--- src/rtl/hmc_test_pkg.sv ---
// Shared types and default constants for the bus-side result monitor.
package hmc_test_pkg;

   typedef enum logic [2:0] {
      ST_IDLE    = 3'd0,
      ST_RUN     = 3'd1,
      ST_PASS    = 3'd2,
      ST_FAIL    = 3'd3,
      ST_TIMEOUT = 3'd4
   } monitor_state_t;

   localparam logic [15:0] RESULT_ADDR_DEF = 16'h0042;
   localparam logic [7:0]  PASS_VALUE_DEF  = 8'hCF;

endpackage

--- src/rtl/trap_detector.sv ---
// Detects the "JMP *" self-loop: a period-3 read address pattern repeated
// TRAP_REPEAT times in a row. trap is a combinational pulse on the deciding read.
module trap_detector #(
   parameter int TRAP_REPEAT = 6
) (
   input  logic        ph1,
   input  logic        reset,
   input  logic        clear,
   input  logic        rd_strobe,
   input  logic [15:0] address,
   output logic        trap
);

   localparam int MW = $clog2(TRAP_REPEAT + 1);

   logic [15:0]   r_h0;
   logic [15:0]   r_h1;
   logic [15:0]   r_h2;
   logic [1:0]    r_valid_cnt;
   logic [MW-1:0] r_match_cnt;
   logic          w_match;

   // Compare the current read against the read three reads back.
   always_comb begin
      w_match = 1'b0;
      trap    = 1'b0;
      if (rd_strobe && (r_valid_cnt == 2'd3) && (address == r_h2)) begin
         w_match = 1'b1;
         trap    = (r_match_cnt == MW'(TRAP_REPEAT - 1));
      end else begin
         w_match = 1'b0;
         trap    = 1'b0;
      end
   end

   // History shifts only on reads; writes leave both history and streak alone.
   always_ff @(posedge ph1) begin
      if (reset || clear) begin
         r_h0        <= 16'h0000;
         r_h1        <= 16'h0000;
         r_h2        <= 16'h0000;
         r_valid_cnt <= 2'd0;
         r_match_cnt <= '0;
      end else if (rd_strobe) begin
         r_h0 <= address;
         r_h1 <= r_h0;
         r_h2 <= r_h1;
         if (r_valid_cnt != 2'd3) begin
            r_valid_cnt <= r_valid_cnt + 2'd1;
         end
         if (!w_match) begin
            r_match_cnt <= '0;
         end else if (r_match_cnt != '1) begin
            r_match_cnt <= r_match_cnt + MW'(1);
         end
      end
   end

endmodule

--- src/rtl/result_monitor.sv ---
// Bus-side test monitor: latches the mailbox result, detects the end-of-test
// self-loop and issues a registered PASS/FAIL/TIMEOUT verdict.
module result_monitor
   import hmc_test_pkg::*;
#(
   parameter logic [15:0] RESULT_ADDR    = RESULT_ADDR_DEF,
   parameter logic [7:0]  PASS_VALUE     = PASS_VALUE_DEF,
   parameter int          TIMEOUT_CYCLES = 50,
   parameter int          TRAP_REPEAT    = 6,
   parameter int          CW             = 16
) (
   input  logic          ph1,
   input  logic          reset,
   input  logic          start,
   input  logic [15:0]   address,
   input  logic [7:0]    data_out,
   input  logic          read_en,
   output logic [7:0]    result,
   output logic          result_valid,
   output logic [CW-1:0] cycles,
   output logic          trap,
   output logic          done,
   output logic          pass,
   output logic          fail,
   output logic          timeout
);

   monitor_state_t r_state;
   logic [7:0]     r_result;
   logic           r_result_valid;
   logic [CW-1:0]  r_cycles;
   logic           r_trap;
   logic           r_done;
   logic           r_pass;
   logic           r_fail;
   logic           r_timeout;

   logic           w_in_run;
   logic           w_rd_strobe;
   logic           w_mbox_wr;
   logic           w_trap_hit;
   logic           w_last_cycle;
   logic           w_eff_valid;
   logic [7:0]     w_eff_result;

   // Bus decode; a mailbox write on the deciding edge bypasses into the verdict.
   always_comb begin
      w_in_run     = (r_state == ST_RUN);
      w_rd_strobe  = w_in_run && read_en;
      w_mbox_wr    = w_in_run && !read_en && (address == RESULT_ADDR);
      w_last_cycle = (r_cycles == CW'(TIMEOUT_CYCLES - 1));
      if (w_mbox_wr) begin
         w_eff_result = data_out;
         w_eff_valid  = 1'b1;
      end else begin
         w_eff_result = r_result;
         w_eff_valid  = r_result_valid;
      end
   end

   trap_detector #(
      .TRAP_REPEAT (TRAP_REPEAT)
   ) u_trap_detector (
      .ph1       (ph1),
      .reset     (reset),
      .clear     (start),
      .rd_strobe (w_rd_strobe),
      .address   (address),
      .trap      (w_trap_hit)
   );

   // Verdict FSM with mailbox latch and saturating run-cycle counter.
   always_ff @(posedge ph1) begin
      if (reset || start) begin
         r_state        <= reset ? ST_IDLE : ST_RUN;
         r_result       <= 8'h00;
         r_result_valid <= 1'b0;
         r_cycles       <= '0;
         r_trap         <= 1'b0;
         r_done         <= 1'b0;
         r_pass         <= 1'b0;
         r_fail         <= 1'b0;
         r_timeout      <= 1'b0;
      end else if (w_in_run) begin
         if (r_cycles != '1) begin
            r_cycles <= r_cycles + CW'(1);
         end
         if (w_mbox_wr) begin
            r_result       <= data_out;
            r_result_valid <= 1'b1;
         end
         // Trap wins over timeout when both land on the same edge.
         if (w_trap_hit) begin
            r_trap <= 1'b1;
            r_done <= 1'b1;
            if (w_eff_valid && (w_eff_result == PASS_VALUE)) begin
               r_state <= ST_PASS;
               r_pass  <= 1'b1;
            end else begin
               r_state <= ST_FAIL;
               r_fail  <= 1'b1;
            end
         end else if (w_last_cycle) begin
            r_state   <= ST_TIMEOUT;
            r_done    <= 1'b1;
            r_timeout <= 1'b1;
         end
      end
   end

   assign result       = r_result;
   assign result_valid = r_result_valid;
   assign cycles       = r_cycles;
   assign trap         = r_trap;
   assign done         = r_done;
   assign pass         = r_pass;
   assign fail         = r_fail;
   assign timeout      = r_timeout;

endmodule

--- config.mk ---
export PLATFORM = sky130hd
export DESIGN_NAME = result_monitor
export DESIGN_NICKNAME = d
export VERILOG_FILES = /design/src/rtl/hmc_test_pkg.sv /design/src/rtl/trap_detector.sv /design/src/rtl/result_monitor.sv
export SDC_FILE = /design/constraint.sdc
export NUM_CORES = 1
export LEC_CHECK = 0
export CORE_MARGIN = 4
export CORE_UTILIZATION = 30
export DETAILED_ROUTE_END_ITERATION = 10
export PLACE_DENSITY = 0.6
export SLEW_MARGIN = 20
export SYNTH_ARGS = -nofsm -noshare
export SYNTH_HDL_FRONTEND = slang
export SYNTH_SLANG_ARGS = --single-unit
--- constraint.sdc ---
create_clock -name ph1 -period 2.8 [get_ports ph1]
set_input_delay 0.7 -clock ph1 [delete_from_list [all_inputs] [get_ports ph1]]
set_output_delay 0.7 -clock ph1 [all_outputs]
set_load 0.005 [all_outputs]
== After elaboration in Yosys (flattened, before gate mapping) ==
Cells that the tools add are included.

* Bits in registers: 86
* Output and inout port bits: 30

* Add/subtract/negate cells: 3
* Equality and inequality tests: 11
* Muxes and demuxes: 14
* Bitwise operators: 2
* Reduce and logical (&&, ||, !) cells: 20

{| class="wikitable"
|+ Operators with widths
! cell !! number
|-
| 2-to-1 mux 3 bit || 6
|-
| adder 16 x 1 -> 16 bit (second input constant) || 1
|-
| == test 16 bit || 1
|-
| == test 16 x 6 -> 1 bit (second input constant) || 1
|-
| == test 16 x 7 -> 1 bit (second input constant) || 1
|-
| != test 16 bit (second input constant) || 1
|-
| AND reduction 2 bit || 6
|-
| AND reduction 3 bit || 3
|-
| == test 8 bit (second input constant) || 1
|-
| 2-to-1 mux 8 bit || 1
|-
| 2-to-1 mux 1 bit || 7
|-
| logical AND 1 bit || 6
|-
| != test 2 bit (second input constant) || 2
|-
| nonzero test 2 bit || 2
|-
| adder 3 x 1 -> 3 bit (second input constant) || 1
|-
| == test 3 x 1 -> 1 bit (second input constant) || 1
|-
| == test 3 bit (second input constant) || 1
|-
| != test 3 bit (second input constant) || 1
|-
| nonzero test 3 bit || 1
|-
| adder 2 x 1 -> 2 bit (second input constant) || 1
|-
| == test 2 bit (second input constant) || 1
|-
| NOT 1 bit || 2
|-
| logical NOT 1 bit || 1
|-
| logical OR 1 bit || 1
|}

== Longest topological paths before layout ==
Gate-level depths: netlist of the first run.

* Word-level depth: 10
* Mapped depth: 7
* Depth with buffers taken out: 6

== Cells and area by module ==
Synthesis of the first run repeated with hierarchy kept, for this count alone.

* Cell total of the unflattened synthesis: 387
* Area total of the unflattened synthesis: 3731.1 µm²

{| class="wikitable"
|+ By module, submodules not included
! module !! times used !! cells an instance !! area an instance (µm²) !! sequential area each (µm²)
|-
| trap_detector || 1 || 212 || 2152.1 || 1061.0
|-
| result_monitor || 1 || 175 || 1579.0 || 690.7
|}

== Worst setup path before layout of the first run ==
No wires, ideal clock.

* Path kind: input port to flip-flop
* Start: in address[3]
* End: reg r_state[0], data pin
* Library setup time: 0.257 ns
* Data arrival time: 1.850 ns
* Required time: 2.543 ns
* Path slack: 0.693 ns
* Stages: 5
* Cells stage by stage: nor4b_1 -> nand4_1 -> nor4_2 -> nand4bb_1 -> a21oi_1

* Word-level cells in the longest chain between the ends: 9

{| class="wikitable"
|+ RTL lines
! item !! line !! source
|-
| start, declared || result_monitor.sv:15 || <nowiki>input logic [15:0] address,</nowiki>
|-
| == test 16 x 7 -> 1 bit || result_monitor.sv:50 || <nowiki>w_mbox_wr = w_in_run && !read_en && (address == RESULT_ADDR);</nowiki>
|-
| logical AND 1 bit || result_monitor.sv:50 ||
|-
| 2-to-1 mux 8 bit || n/a ||
|-
| == test 8 bit || result_monitor.sv:96 || <nowiki>if (w_eff_valid && (w_eff_result == PASS_VALUE)) begin</nowiki>
|-
| logical AND 1 bit || result_monitor.sv:96 ||
|-
| 2-to-1 mux 1 bit || result_monitor.sv:96 ||
|-
| 2-to-1 mux 3 bit * || result_monitor.sv:93 || <nowiki>if (w_trap_hit) begin</nowiki>
|-
| 2-to-1 mux 3 bit * || result_monitor.sv:84 || <nowiki>end else if (w_in_run) begin</nowiki>
|-
| 2-to-1 mux 3 bit * || result_monitor.sv:74 || <nowiki>if (reset || start) begin</nowiki>
|-
| end signal, assigned || result_monitor.sv:75 || <nowiki>r_state <= reset ? ST_IDLE : ST_RUN;</nowiki>
|-
| end, declared || result_monitor.sv:28 || <nowiki>monitor_state_t r_state;</nowiki>
|}

Every way passes the cells marked *; elsewhere a longest branch is shown, timed or not. The select of a mux whose other input is x is not followed.
A chain may end at the register's enable or synchronous reset.

== Worst setup path after layout of the first run ==
* Start: in address[11]
* End: reg r_state[0], data pin

The elaborated chain is that of the path after synthesis.

==> results.md, run 1 <==
* Fillers at 1209
* Total gr overflow at 0
* # IOs at 58
* RR Startpoint: r_state[1]
* Overall Global Routing Usage at 0.125
* Initial Utilization at 0.306
* CTS Hold Buffers Added at 0
* FF+latch count, synth at 86
* Die span in x at 119 µm
* Arrival time at the worst endpoint at around 2500 ps
* Crit end category: flip-flop
* Post-CTS setup buffers at 0
* Fin Hold WS at 449 ps
* Final net count at roughly 540
* Count leader, synth: nand2_1
* Share of the synthesized area in the top cell type at 0.453
* Sink Count at 86
* Synth top cells by count: nand2_1, dfxtp_1, a21oi_1
* Final WL at about 8700 µm
* Max frequency at about 410 MHz
* Worst-margin pin slew at 453 ps
* Pwr dens at ~530 mW/mm²
* Worst Hold Class: reg2reg
* HPWL reported at the end of detailed placement at 6280 µm
* RSZ-0062 raised after global routing: no
* Routed Antenna Nets at 0
* Area Growth Syn to Fin at 29.1%
* Crit start category: input port
* Post-synth net total at 485
* Vias/cell at roughly 4.9
* Initial antenna violation count at 0
* Fin area at 0.00473 mm²
* Crit path from: address[11]
* Status: finished clean
* Worst path required time at just under 3000 ps
* IO buf count at between 50 and 60
* Placeable Area at roughly 0.012 mm²
* N_diodes at 0
* Most used DFF post-synth: dfxtp_1
* Site Rows at 40
* DP Area at roughly 0.0045 mm²
* Top cells by area, synth: dfxtp_1, nand2_1, a21oi_1, xnor2_1, nor2_1
* Cts bufs inserted at 9
* DR WL/cell at 13.1 µm
* Vias in the first global route at 3062
* Synth area leader: dfxtp_1
* Largest net degree at the start of global routing at 50
* CTS tree: yes
* Crit share post-route at 0.875
* Worst-Skew Late Latency at about 340 ps
* CP Class: in2reg
* Yosys cell types at 40
* Min-delay src: u_trap_detector.r_h1[13]
* Post-synth EDFFs at 3
* Drt first-iter violations at roughly 230
* Yosys warning count at 0
* Leak at around 1.4 nW
* Largest vdd supply drop at ~0.29 mV
* Syn avg cell area at approximately 8.1 µm²
* Clk root buf: clkbuf_16
* R2r setup slk at approximately 590 ps
* Final hold violation count at 0
* Global-route wire length before repair at ~14000 µm
* Layout cells sized above 1 at 0.0680
* Worst-path maximum fanout at 3
* Max cap viols at 0
* Die ar. at ~0.014 mm²
* DRC at 0
* Register area at 0.00175 mm²
* Final GP Congestion at between 0.8 and 0.9
* Clock-pin slew on the worst setup and hold paths at about 60 ps
* Synth Instances at 451
* Chip Height at about 120 µm
* DR vias at between 3000 and 4000
* Synth Cell Area at 0.00366 mm²
* H-tree depth at 3
* Multi-input logic area at around 0.0018 mm²
* Slew Limit Headroom at 0.695
* Min cycle time layout at about 2400 ps
* Seq/Total Area, Yosys at 0.478
* Final setup vio count at 0
* Overall Power at about 0.0025 W
* Clock Path Buffers at 2
* Slew Viols, Final at 0
* First-pass DRT Iterations at 4
* Resized Gates After CTS at 0
* Worst Skew at roughly 5.4 ps
* Asr flop ratio synth at 0
-- worst max-delay path, cell delays in order --
cell	delay, ps
clkdlybuf4s50_1	490
nor4_1	380
buf_4	180
nand4_1	190
nor4_2	320
nand4bb_1	200
a21oi_1	80
-- power breakdown --
part	switching, W	total [W]	leakage [nW]	internal [W]
combinational	0.0000856	0.000154	0.599	0.0000686
sequential	0.00000551	0.00124	0.701	0.00124
clock	0.000477	0.00110	0.135	0.000625
total	0.000568	0.00250	1.44	0.00193
-- per-layer routing --
layer / vias up / routed length [µm] / track usage
li1: 1657 / - / -
met1: 1500 / 4030 / 0.158
met2: 75 / 4020 / 0.197
met3: 15 / 465 / 0.0364
met4: 0 / 169 / 0.0536
met5: - / 0 / 0
-- area by class of cell --
type / count / share of cell area
tap: 147 / 0.0389
timing repair buffer: 71 / 0.148
multi-input combinational: 335 / 0.378
inverter: 7 / 0.00555
sequential: 86 / 0.370
clock inverter: 5 / 0.00741
clock buffer: 11 / 0.0513
-- sequential cells by signal (all words and copies together), names as in the netlist --
signal,cells
cycles,16
u_trap_detector.r_h0,16
u_trap_detector.r_h1,16
u_trap_detector.r_h2,16
result,8
r_state,3
u_trap_detector.r_match_cnt,3
u_trap_detector.r_valid_cnt,2
done,1
fail,1
pass,1
result_valid,1
timeout,1
trap,1
-- worst paths after layout --
| check | to | cells past startpoint |
|---|---|---|
| setup / recovery | r_state[0] | 7 |
| hold / removal | u_trap_detector.r_h2[13] | 2 |
| setup reg to reg | r_state[0] | 5 |
| hold reg to reg | u_trap_detector.r_h2[13] | 2 |
-- per-stage QoR --
stage               worst slack, ps  utilization  instances  setup TNS (ps)
finish                          351        0.396        662               0
global route                    220        0.396        662               0
CTS                             352        0.396        662               0
detailed placement            -13.3        0.372        646           -13.3
global placement               66.4        0.372        646               0
floorplan                       693            -        451               0
-- cell usage in the layout (no fill, tap or decap), drive strengths merged, types with 3 or more instances in the layout --
cell             n
a21oi           64
buf             14
clkbuf          11
clkdlybuf4s50   57
clkinv           4
dfxtp           83
edfxtp           3
ha               6
inv              7
nand2          119
nand3           12
nand4           12
nand4b           3
nor2            30
nor3             8
nor4            15
o21ai            9
xnor2           30
-- cell families after synthesis --
kind of cell    after synthesis  synth area share
fa+ha+maj                     6            0.0205
xor+xnor                     32            0.0765
compound gates               81             0.116
buf+inv                      30            0.0335
flops                        86             0.478
simple gates                216             0.276
Power figures use the tool's default switching activity.
==> inputs of run 2 (changes only) <==
CELL_PAD_IN_SITES_DETAIL_PLACEMENT = 1   (was unset)
CELL_PAD_IN_SITES_GLOBAL_PLACEMENT = 2   (was unset)
PLACE_DENSITY = 0.86   (was 0.6)
==> run 2 against run 1 <==
  * Register-to-register slack got worse by 50 ps
  * Sequential share of layout area decreased by 0.59 points
  * Final area increased by 1.6%
  * Global-route usage increased by 2.2 points
  * Clock power increased by 30%
  * Setup slack got worse by 110 ps
  * Core utilization increased by 0.64 points
  * Sequential power about the same
  * Critical endpoint unchanged
==> results.md, run 2 (synthesis results as in run 1) <==
* Status: finished clean
* Crit share post-route at 0.913 (+0.0388)
* Final setup vio count at 0 (unchanged)
* Die ar. at 0.0140 mm² (unchanged)
* H-tree depth at 3 (unchanged)
* Crit path max-delay family: simple AND/OR/NAND/NOR gates
* Crit start category: input port
* Max cap viols at 0 (unchanged)
* Crit-path cells: clkdlybuf4s50_1 -> nor4b_1 -> buf_4 -> nand4_1 -> nor4_2 -> nand4bb_1 -> a21oi_1
* Worst-Skew Late Latency at 340 ps (about the same)
* Slew Viols, Final at 0 (unchanged)
* Worst-margin pin slew at 498 ps (+44.3 ps)
* Vias/cell at 5.06 (+3.2%)
* Max frequency at 391 MHz (-4.2%)
* Chip Height at 119 µm (unchanged)
* Leak at 1.47 nW (+2.5%)
* Largest net degree at the start of global routing at 50 (unchanged)
* Post-CTS setup buffers at 0 (unchanged)
* DR vias at 3350 (+3.2%)
* Final GP Congestion at 0.752 (-6.3%)
* Vias in the first global route at 3400 (+11%)
* First-pass DRT Iterations at 4 (unchanged)
* Commonest cells after routing, fill and taps aside: nand2_1, dfxtp_1, a21oi_1, clkdlybuf4s50_1
* Sink Count at 86 (unchanged)
* Routed Antenna Nets at 0 (unchanged)
* Worst-path maximum fanout at 3 (unchanged)
* Initial Utilization at 0.306 (unchanged)
* Buf+Inv Stages, Crit Path at 2 (unchanged)
* Global-route wire length before repair at 16800 µm (+17%)
* Pwr dens at 588 mW/mm² (+11%)
* Initial antenna violation count at 0 (unchanged)
* Placed Cells at 646 (unchanged)
* CTS tree: yes
* RSZ-0062 raised after global routing: no
* Fin cells at 662 (unchanged)
* Overall Global Routing Usage at 0.147 (+0.0223)
* Total gr overflow at 0 (unchanged)
* Met1 GRT Util at 0.179 (+0.0206)
* Placeable Area at 0.0120 mm² (unchanged)
* Final WL at 10100 µm (+16%)
* Final hold violation count at 0 (unchanged)
* Min cycle time layout at 2560 ps (+109 ps)
* CP Class: in2reg
* Fin Hold WS at 446 ps (-2.68 ps)
* Slowest stage delay, CP at 460 ps (-30 ps)
* DRC at 0 (unchanged)
* # IOs at 58 (unchanged)
* Resized Gates After CTS at 0 (unchanged)
* Area Growth Syn to Fin at 31.2%
* Clock-pin slew on the worst setup and hold paths at 60 ps (about the same)
* HPWL reported at the end of detailed placement at 7150 µm (+14%)
* Worst Hold Class: reg2reg
* Worst path required time at 2890 ps (about the same)
* Met3 Usage GRT at 0.0507 (+0.0144)
* IO buf count at 57 (unchanged)
* Clock Path Buffers at 2 (unchanged)
* Commonest non-fill, non-tap cell in the layout: nand2_1
* Arrival time at the worst endpoint at 2650 ps (+110 ps)
* Site Rows at 40 (unchanged)
* Most Used Layer, Global Route: met2
* Fin area at 0.00481 mm² (+1.6%)
* Cts bufs inserted at 9 (unchanged)
* N_diodes at 0 (unchanged)
* DR WL/cell at 15.2 µm (+16%)
* Final core utilization at 0.402 (+0.00638)
* Crit end category: flip-flop
* Drt first-iter violations at 179 (-24%)
* Worst Skew at 4.12 ps (-1.25 ps)
* Clk root buf: clkbuf_16
* GRT met2 Usage at 0.247 (+0.0497)
* Crit-path slowest cell: clkdlybuf4s50_1
* Final net count at 544 (unchanged)
* Die span in x at 119 µm (unchanged)
* Slew Limit Headroom at 0.665 (-0.0302)
* Layout cells sized above 1 at 0.0699 (+0.00194)
* DP Area at 0.00444 mm² (-0.28%)
* Largest vdd supply drop at 0.391 mV (+34%)
* CTS Hold Buffers Added at 0 (unchanged)
## run 2: changes by cell type in the layout (fill, tap and decap cells not counted)
cell | previous run | this run
bufinv_16 | 0 | 3
clkbuf_16 | 9 | 10
clkinv_2 | 2 | 1
clkbuf_1 | 1 | 0
clkinv_4 | 2 | 0
buf_12 | 2 | 1
buf_4 | 12 | 13
## run 2: power by group
part / internal [W] / switching, W
combinational: 0.0000668 / 0.0000882
clock: 0.000948 / 0.000481
sequential: 0.00124 / 0.00000600
total: 0.00225 / 0.000575
## run 2: cell type report
| cell class | count | area (µm²) |
|---|---|---|
| Fill cell | 1392 | 7150 |
| Multi-Input combinational cell | 335 | 1790 |
| Sequential cell | 86 | 1750 |
| Timing Repair Buffer | 71 | 688 |
| Clock buffer | 11 | 264 |
| Tap cell | 147 | 184 |
| Clock inverter | 5 | 103 |
| Inverter | 7 | 26.3 |
## run 2: per-layer routing
| layer | routed length, µm | up-vias |
|---|---|---|
| met5 | 0 | - |
| met4 | 105 | 0 |
| li1 | - | 1654 |
| met3 | 403 | 6 |
| met1 | 4640 | 1644 |
| met2 | 4930 | 46 |
## run 2: path summary, 6_finish.rpt
path / end / startpoint / slack, ps / depth (start not counted)
max: r_state[0] / address[3] / 240 / 7
min: timeout / timeout / 450 / 2
max reg2reg: r_state[0] / r_state[1] / 540 / 5
min reg2reg: timeout / timeout / 450 / 2
## run 2: through the flow
step                      worst slack, ps  setup TNS [ps]  power (W)
final                                 242               0    0.00283
after CTS                             241               0    0.00288
after global routing                 8.14               0    0.00294
after floorplan                       693               0    0.00134
after global placement              -10.4           -10.4    0.00142
after detailed placement            -48.3           -48.3    0.00143
## run 2: worst min-delay path, cell delays in order (launching register included)
cell     delay (ps)
dfxtp_1         310
inv_1            50
a21oi_1          50
==> inputs of run 3 (changes only) <==
CTS_CLUSTER_DIAMETER = 80   (was unset)
HOLD_SLACK_MARGIN = 0.1   (was unset)
SETUP_SLACK_MARGIN = 0.3   (was unset)
==> run 3 against run 2 <==
  * Count of clock-buffer cells in the layout stayed put
  * Final cell count is 0.15% higher
  * Wire length hardly changed
  * Sequential share of layout area is 0.31 points lower
  * Highest routed layer unchanged
  * Clock power hardly changed
  * Final area is 0.86% higher
  * Critical endpoint is now timeout
  * Combinational power hardly changed
==> results.md, run 3 (synthesis results as in run 1) <==
* Status: finished clean
* Vias in the first global route at 3408 (+0.24%)
* Placeable Area at 0.0120 mm² (unchanged)
* CP Class: in2reg
* Die span in x at 119 µm (unchanged)
* Buf+Inv Stages, Crit Path at 1 (-1)
* Initial antenna violation count at 0 (unchanged)
* Routed Antenna Nets at 0 (unchanged)
* DR vias at 3382 (+0.96%)
* Total gr overflow at 0 (unchanged)
* Overall Global Routing Usage at 0.147 (about the same)
* Crit share post-route at 0.859 (-0.0546)
* Layout cells sized above 1 at 0.0795 (+0.00955)
* Crit end category: flip-flop
* Int Power at 0.00225 W (about the same)
* CTS Hold Buffers Added at 0 (unchanged)
* Chip Height at 119 µm (unchanged)
* Sequential share of power at 0.440 (about the same)
* Arrival time at the worst endpoint at 2620 ps (-30 ps)
* Clk root buf: clkbuf_16
* Worst-margin pin slew at 458 ps (-39.8 ps)
* Final WL at 10100 µm (about the same)
* Crit-path cells: clkdlybuf4s50_1 -> xnor2_1 -> nand4_1 -> or2_2 -> o41ai_1 -> a21oi_1
* Die ar. at 0.0140 mm² (unchanged)
* DR WL/cell at 15.2 µm (about the same)
* Worst Hold Class: reg2reg
* Fillers at 1388 (-0.29%)
* Crit start category: input port
* HPWL reported at the end of detailed placement at 7150 µm (unchanged)
* Max cap viols at 0 (unchanged)
* Min cycle time layout at 2400 ps (-153 ps)
* Max frequency at 416 MHz (+6.4%)
* Site Rows at 40 (unchanged)
* Drt first-iter violations at 161 (-10%)
* RSZ-0062 raised after global routing: no
* Worst-path maximum fanout at 3 (unchanged)
* Global-route wire length before repair at 16800 µm (about the same)
* H-tree depth at 3 (unchanged)
* Sw Ratio at 0.203 (about the same)
* Final setup vio count at 0 (unchanged)
* Commonest cells after routing, fill and taps aside: nand2_1, dfxtp_1, a21oi_1, clkdlybuf4s50_1
* Final hold violation count at 0 (unchanged)
* Sw power at 0.000576 W (+0.13%)
* Worst Skew at 4.29 ps (+0.170 ps)
* Final net count at 545 (+0.18%)
* # IOs at 58 (unchanged)
* Sink Count at 86 (unchanged)
* Crit path max-delay family: compound AO/OA/AOI/OAI gates
* Combinational power share at 0.056 (about the same)
* IO buf count at 57 (unchanged)
* Largest vdd supply drop at 0.390 mV (-0.25%)
* Clk network pwr share at 0.504 (about the same)
* Leak at 1.49 nW (+1.4%)
* Initial Utilization at 0.306 (unchanged)
* Worst path required time at 3020 ps (+130 ps)
* DRC at 0 (unchanged)
* Largest net degree at the start of global routing at 50 (unchanged)
* CTS tree: yes
* First-pass DRT Iterations at 4 (unchanged)
* Pwr dens at 584 mW/mm² (-0.80%)
* Vias/cell at 5.10 (+0.80%)
* Clock Path Buffers at 2 (unchanged)
* Pre-CTS setup slack at -48.3 ps (unchanged)
* Overall Power at 0.00283 W (about the same)
* Area Growth Syn to Fin at 32.3%
* Crit-path slowest cell: o41ai_1
* Cts bufs inserted at 9 (unchanged)
* Slowest stage delay, CP at 490 ps (+30 ps)
* N_diodes at 0 (unchanged)
* Worst-Skew Late Latency at 340 ps (about the same)
* Slew Viols, Final at 0 (unchanged)
* Clock-pin slew on the worst setup and hold paths at 60 ps (about the same)
* Final GP Congestion at 0.752 (unchanged)
* Slew Limit Headroom at 0.691 (+0.0256)
* Commonest non-fill, non-tap cell in the layout: nand2_1
* Fin worst setup slack at 395 ps (+153 ps)
==> run 3: cell types whose count changed in the layout (fill, tap and decap cells not counted) <==
cell	delta
nor4b_1	-1
nor4_2	+2
buf_4	+1
nor4b_2	+1
nor4_1	-3
nor4_4	+1
==> run 3: layout make-up <==
type / instances / area (µm²) / area share
Clock buffer: 11 / 264 / 0.0545
Clock inverter: 5 / 103 / 0.0212
Inverter: 7 / 26.3 / 0.00542
Multi-Input combinational cell: 335 / 1820 / 0.376
Sequential cell: 86 / 1750 / 0.361
Tap cell: 147 / 184 / 0.0379
Timing Repair Buffer: 72 / 696 / 0.143
==> run 3: layer usage <==
layer  GRT usage  up-vias  wire [µm]
li1            -     1657          -
met1       0.179     1665       4560
met2       0.247       54       5020
met3      0.0507        6        408
met4      0.0398        0        107
met5           0        -          0
==> run 3: path summary, 6_finish.rpt <==
check,startpoint,endpoint,slack [ps],depth (start not counted)
max,address[12],timeout,400,6
min,timeout,timeout,450,2
max reg2reg,r_state[1],r_state[0],530,5
min reg2reg,timeout,timeout,450,2
==> run 3: power by group through the flow <==
stage	clock [W]	combinational [W]	sequential (W)
3_5_place_dp	0	0.000157	0.00127
2_1_floorplan	0	0.0000733	0.00127
6_report	0.00143	0.000157	0.00124
3_3_place_gp	0	0.000154	0.00127
4_1_cts	0.00148	0.000159	0.00124
5_1_grt	0.00153	0.000173	0.00124
==> run 3: tightest hold or removal path: stages (launching register included) <==
cell     delay, ps
dfxtp_1        310
inv_1           50
a21oi_1         50
==> run 3: per-stage QoR <==
stage,utilization,area [µm²],TNS [ps],hold slack [ps],cells
after global routing,0.405,4850,0,473,663
after floorplan,-,3660,0,432,451
after detailed placement,0.371,4440,-48.3,443,646
after CTS,0.403,4820,0,453,662
after global placement,0.371,4440,-10.4,437,646
final,0.405,4850,0,446,663
==> run 3: timing repair <==
item / 4_1_cts / 5_1_grt
endpoints found under the hold margin: 0 / 0
resized for setup: 2 / 3
buffers inserted: 0 / 1
setup endpoints to repair: 1 / 5
==> variant 1: new RTL, config.mk and constraints of run 3 <==
The parameter `CW` goes from 16 to 24.
--- a/src/rtl/result_monitor.sv
+++ b/src/rtl/result_monitor.sv
@@ -9,3 +9,3 @@
    parameter int          TRAP_REPEAT    = 6,
-   parameter int          CW             = 16
+   parameter int          CW             = 24
 ) (
Interface: changed (resized cycles); port bits go from 58 to 66. The function was not compared with the original's and may differ.
==> variant 1 against run 3 <==
First-iteration DRC count grew 53%; routed wire length increased by 15%; non-clock buffer count increased by 12; sequential share of layout area shrank 0.12 points; sequential cell count up 8; worst setup slack worse by 0.030 ns; largest cell class unchanged; clock skew up 0.0030 ns; critical path type unchanged; combinational power up 6%; largest power group is now registers; power is 4.6% lower; cell area rose by 9.5%; synthesized area is 13% higher; count of clock-buffer cells in the layout rose by 2; cell count is 14% higher.
==> variant 1: results (changes against run 3) <==
* Smallest hold slack at 0.453 ns (+0.00633 ns)
* Hpwl dp at 8520 um (+19%)
* DR WL met2 at 5920 um (+18%)
* Outcome: complete, no violations
* Power per Cell Area at 508 nW/um2 (-13%)
* First-pass GRT wire length at 19400 um (+16%)
* GR Util met2 at 0.274 (+0.0271)
* Total track usage at 0.149 (+0.00213)
* Post-Place Cells at 738 (+14%)
* Register area share after synthesis at 0.462 (-0.0156)
* Routed wire length per instance at 15.3 um (+0.82%)
* GR Layer Usage met1 at 0.170 (-0.00871)
* # port buffers at 65 (+14%)
* Seq power at 1.36 mW (+9.7%)
* Yosys cell types at 48 (+20%)
* HP Start: u_trap_detector.r_h1[5]
* P_comb at 0.166 mW (+6%)
* Sw frac at 0.218 (+0.0145)
* Syn_nets at 540 (+11%)
* Synth top cells by count: nand2_1, dfxtp_1, a21oi_1
* Reg2Reg Launch Point: cycles[6]
* Detailed-route via count at 3818 (+13%)
* Largest net degree at the start of global routing at 53 (+6.0%)
* Worst setup margin at 0.365 ns (-0.0300 ns)
* Placed cell areas at 5020 um2 (+13%)
* Hold path endpoint: u_trap_detector.r_h2[5]
* Slowest cell on the critical path: clkdlybuf4s50_1
* Place WS at -0.0414 ns (+0.00689 ns)
* Final net count at 607 (+11%)
* CP max stage delay at 0.46 ns (-0.03 ns)
* Reg2reg setup slack at 0.41 ns (-0.12 ns)
## variant 1: changes by cell type after synthesis, sizes merged, moves of 3 or more
cell,run 3,this run
inv,7,10
nor2,30,27
o31ai,0,6
nand4,12,16
a21oi,64,74
dfxtp,83,91
nand2,119,122
or4,1,9
clkbuf,19,22
o21ai,9,14
or3,2,9
## variant 1: kinds of logic (layout without fill, tap and decap cells)
| group | after synthesis | after routing | synth area share |
|---|---|---|---|
| simple gates | 233 | 233 | 0.276 |
| fa+ha+maj | 6 | 6 | 0.0182 |
| compound gates | 106 | 106 | 0.139 |
| xor+xnor | 29 | 29 | 0.0614 |
| flops | 94 | 94 | 0.462 |
| buf+inv | 38 | 109 | 0.0430 |
## variant 1: area by class of cell
cell class              instances  area share
well taps                     176      0.0415
inverters                      10     0.00707
multi-input cells             374       0.388
clock inverters                 2     0.00660
repair buffers                 84       0.152
clock buffers                  13      0.0453
flip-flops and latches         94       0.360
==> variant 2: new RTL, flow settings as in run 3 <==
Without the edit above. Register the output `trap` once more, without a reset; this adds one clock of latency there. The other outputs are not delayed to match. Comments in the files are not updated.
--- a/src/rtl/result_monitor.sv
+++ b/src/rtl/result_monitor.sv
@@ -26,2 +26,4 @@
 );
+
+   logic trap_d;
 
@@ -113,3 +115,3 @@
    assign cycles       = r_cycles;
-   assign trap         = r_trap;
+   assign trap_d       = r_trap;
    assign done         = r_done;
@@ -119,2 +121,6 @@
 
+   always_ff @(posedge ph1) begin
+      trap <= trap_d;
+   end
+
 endmodule
Check against the original RTL: no difference found for any inputs over 10 cycles, from zero or initial values; that may be too few to reach the edited logic, so the function may still have changed.
==> variant 2 against run 3 <==
First-iteration DRC count shrank 23%; cell area is 1.1% lower; worst setup slack improved by 0.029 ns; non-clock buffer count grew 2; fmax rose by 1.2%; synthesized area rose by 0.55%; power shrank 7.3%; cell count increased by 0.45%; routed wire length decreased by 1.6%; count of clock-buffer cells in the layout is 2 lower; clock power down 15%; sequential cell count grew 1; critical endpoint is now r_state[0]; largest cell class unchanged; highest routed layer unchanged.
==> variant 2: results (changes against run 3) <==
* Outcome: complete, no violations
* Largest net degree at the start of global routing at 37 (-26%)
* Antenna cells at 0 (unchanged)
* Syn_nets at 486 (+0.21%)
* Hold-fix buffers, CTS at 0 (unchanged)
* DRT Pass-1 Iters at 4 (unchanged)
* Worst hold-check path type: register to register
* Number of global-route vias before repair at 3339 (-2.0%)
* FFs w/ async S/R, synth at 0 (unchanged)
* Initial DRC Count at 124 (-23%)
* Synthesis Warnings at 0 (unchanged)
* Fill count at 1435 (+3.4%)
* Worst VDD drop at 0.375 mV (-3.7%)
* Yosys cell types at 40 (unchanged)
* Post-Route WL at 9930 um (-1.6%)
* Clock Latency Late Sink at 0.35 ns
* Layout cells sized above 1 at 0.0829 (+0.00339)
* Placed cell areas at 4460 um2 (+0.51%)
* Clk root buf: clkbuf_16
* Max H-tree Level at 3 (unchanged)
* Most used DFF post-synth: dfxtp_1
* P_leak at 1.47 nW (-1.5%)
* CP Max Fanout at 3 (unchanged)
* Initial antenna violation count at 0 (unchanged)
* Hpwl dp at 7090 um (-0.78%)
* Place WS at -0.0185 ns (+0.0297 ns)
* Synth top area cells: dfxtp_1, nand2_1, a21oi_1
* Worst-path clk slew at 0.06 ns (about the same)
* Clock Skews at 0.00836 ns (+0.00407 ns)
* Total CTS buffers at 9 (unchanged)
* First-pass GRT wire length at 16300 um (-3.0%)
* Register area share after synthesis at 0.481 (+0.00284)
* Number of synthesized flops with an enable pin at 3 (unchanged)
* Vias per cell at 5.02 (-1.6%)
* Total track usage at 0.143 (-0.00427)
* Worst-margin pin slew at 0.481 ns (+0.0230 ns)
* Clk buf depth at 2 (unchanged)
* Final net count at 548 (+0.55%)
* Worst path arrival time at 2.47 ns (-0.15 ns)
* Gpl congestion at 0.754 (+0.21%)
* # port buffers at 57 (unchanged)
* Synth top cells by count: nand2_1, dfxtp_1, a21oi_1
[variant 2: cell count changes in the layout (fill, tap and decap cells not counted), moves of 2 or more]
cell / change
clkinv_4: +3
xnor2_1: -2
bufinv_16: -2
nor4_1: +2
buf_4: +3
xnor2_2: +2
[variant 2: final timing paths]
| path | start | to | slack [ns] | cells after the start |
|---|---|---|---|---|
| setup reg to reg | r_state[1] | r_state[0] | 0.59 | 5 |
| hold / removal | r_trap | trap | 0.36 | 0 |
| hold reg to reg | r_trap | trap | 0.36 | 0 |
| setup / recovery | address[9] | r_state[0] | 0.42 | 6 |
[variant 2: kinds of logic after synthesis]
| logic type | Yosys count | synth area share |
|---|---|---|
| AO/OA/AOI/OAI | 81 | 0.115 |
| XOR/XNOR | 32 | 0.0761 |
| adder cells (fa/ha/maj) | 6 | 0.0204 |
| buffers and inverters | 30 | 0.0333 |
| flip-flops | 87 | 0.481 |
| AND/OR/NAND/NOR | 216 | 0.274 |
[variant 2: per-stage QoR]
stage / util / power (mW) / cells / setup TNS (ns)
2_1_floorplan: - / 1.36 / 452 / 0
3_3_place_gp: 0.372 / 1.44 / 649 / -0.0220
4_1_cts: 0.396 / 2.65 / 665 / 0
3_5_place_dp: 0.372 / 1.44 / 649 / -0.0185
6_report: 0.399 / 2.62 / 666 / 0
5_1_grt: 0.399 / 2.72 / 666 / 0
[variant 2: what timing repair did]
action,4_1_cts,5_1_grt
buffers inserted,0,1
endpoints found under the setup margin,0,5
gates resized for setup,0,4
[variant 2: layer usage]
metal / up-vias / track usage / part of all wire / routed length (um)
li1: 1657 / - / - / -
met1: 1618 / 0.176 / 0.46 / 4580
met2: 55 / 0.236 / 0.48 / 4810
met3: 12 / 0.0503 / 0.041 / 405
met4: 0 / 0.0413 / 0.015 / 146
met5: - / 0 / 0 / 0
[variant 2: layout make-up]
cell class | instances | area (um2) | share of cell area
tap | 147 | 184 | 0.0383
clock inverter | 7 | 73.8 | 0.0154
sequential | 87 | 1770 | 0.369
clock buffer | 9 | 225 | 0.0469
timing repair buffer | 74 | 698 | 0.146
inverter | 7 | 26.3 | 0.00548
multi-input combinational | 335 | 1820 | 0.379
[variant 2: report_power, final]
group          internal [mW]  leakage (nW)  total, mW  switching (mW)
clock                  0.692         0.145       1.21           0.515
combinational         0.0684         0.615      0.158          0.0896
sequential              1.25         0.709       1.26         0.00562
total                   2.01          1.47       2.62           0.610
[variant 2: critical path, cell delays in order]
cell and delay, ns:
clkdlybuf4s50_1 0.50, nor4_2 0.37, nand4_1 0.29, nor4_2 0.33
nand4bb_1 0.19, a21oi_1 0.08
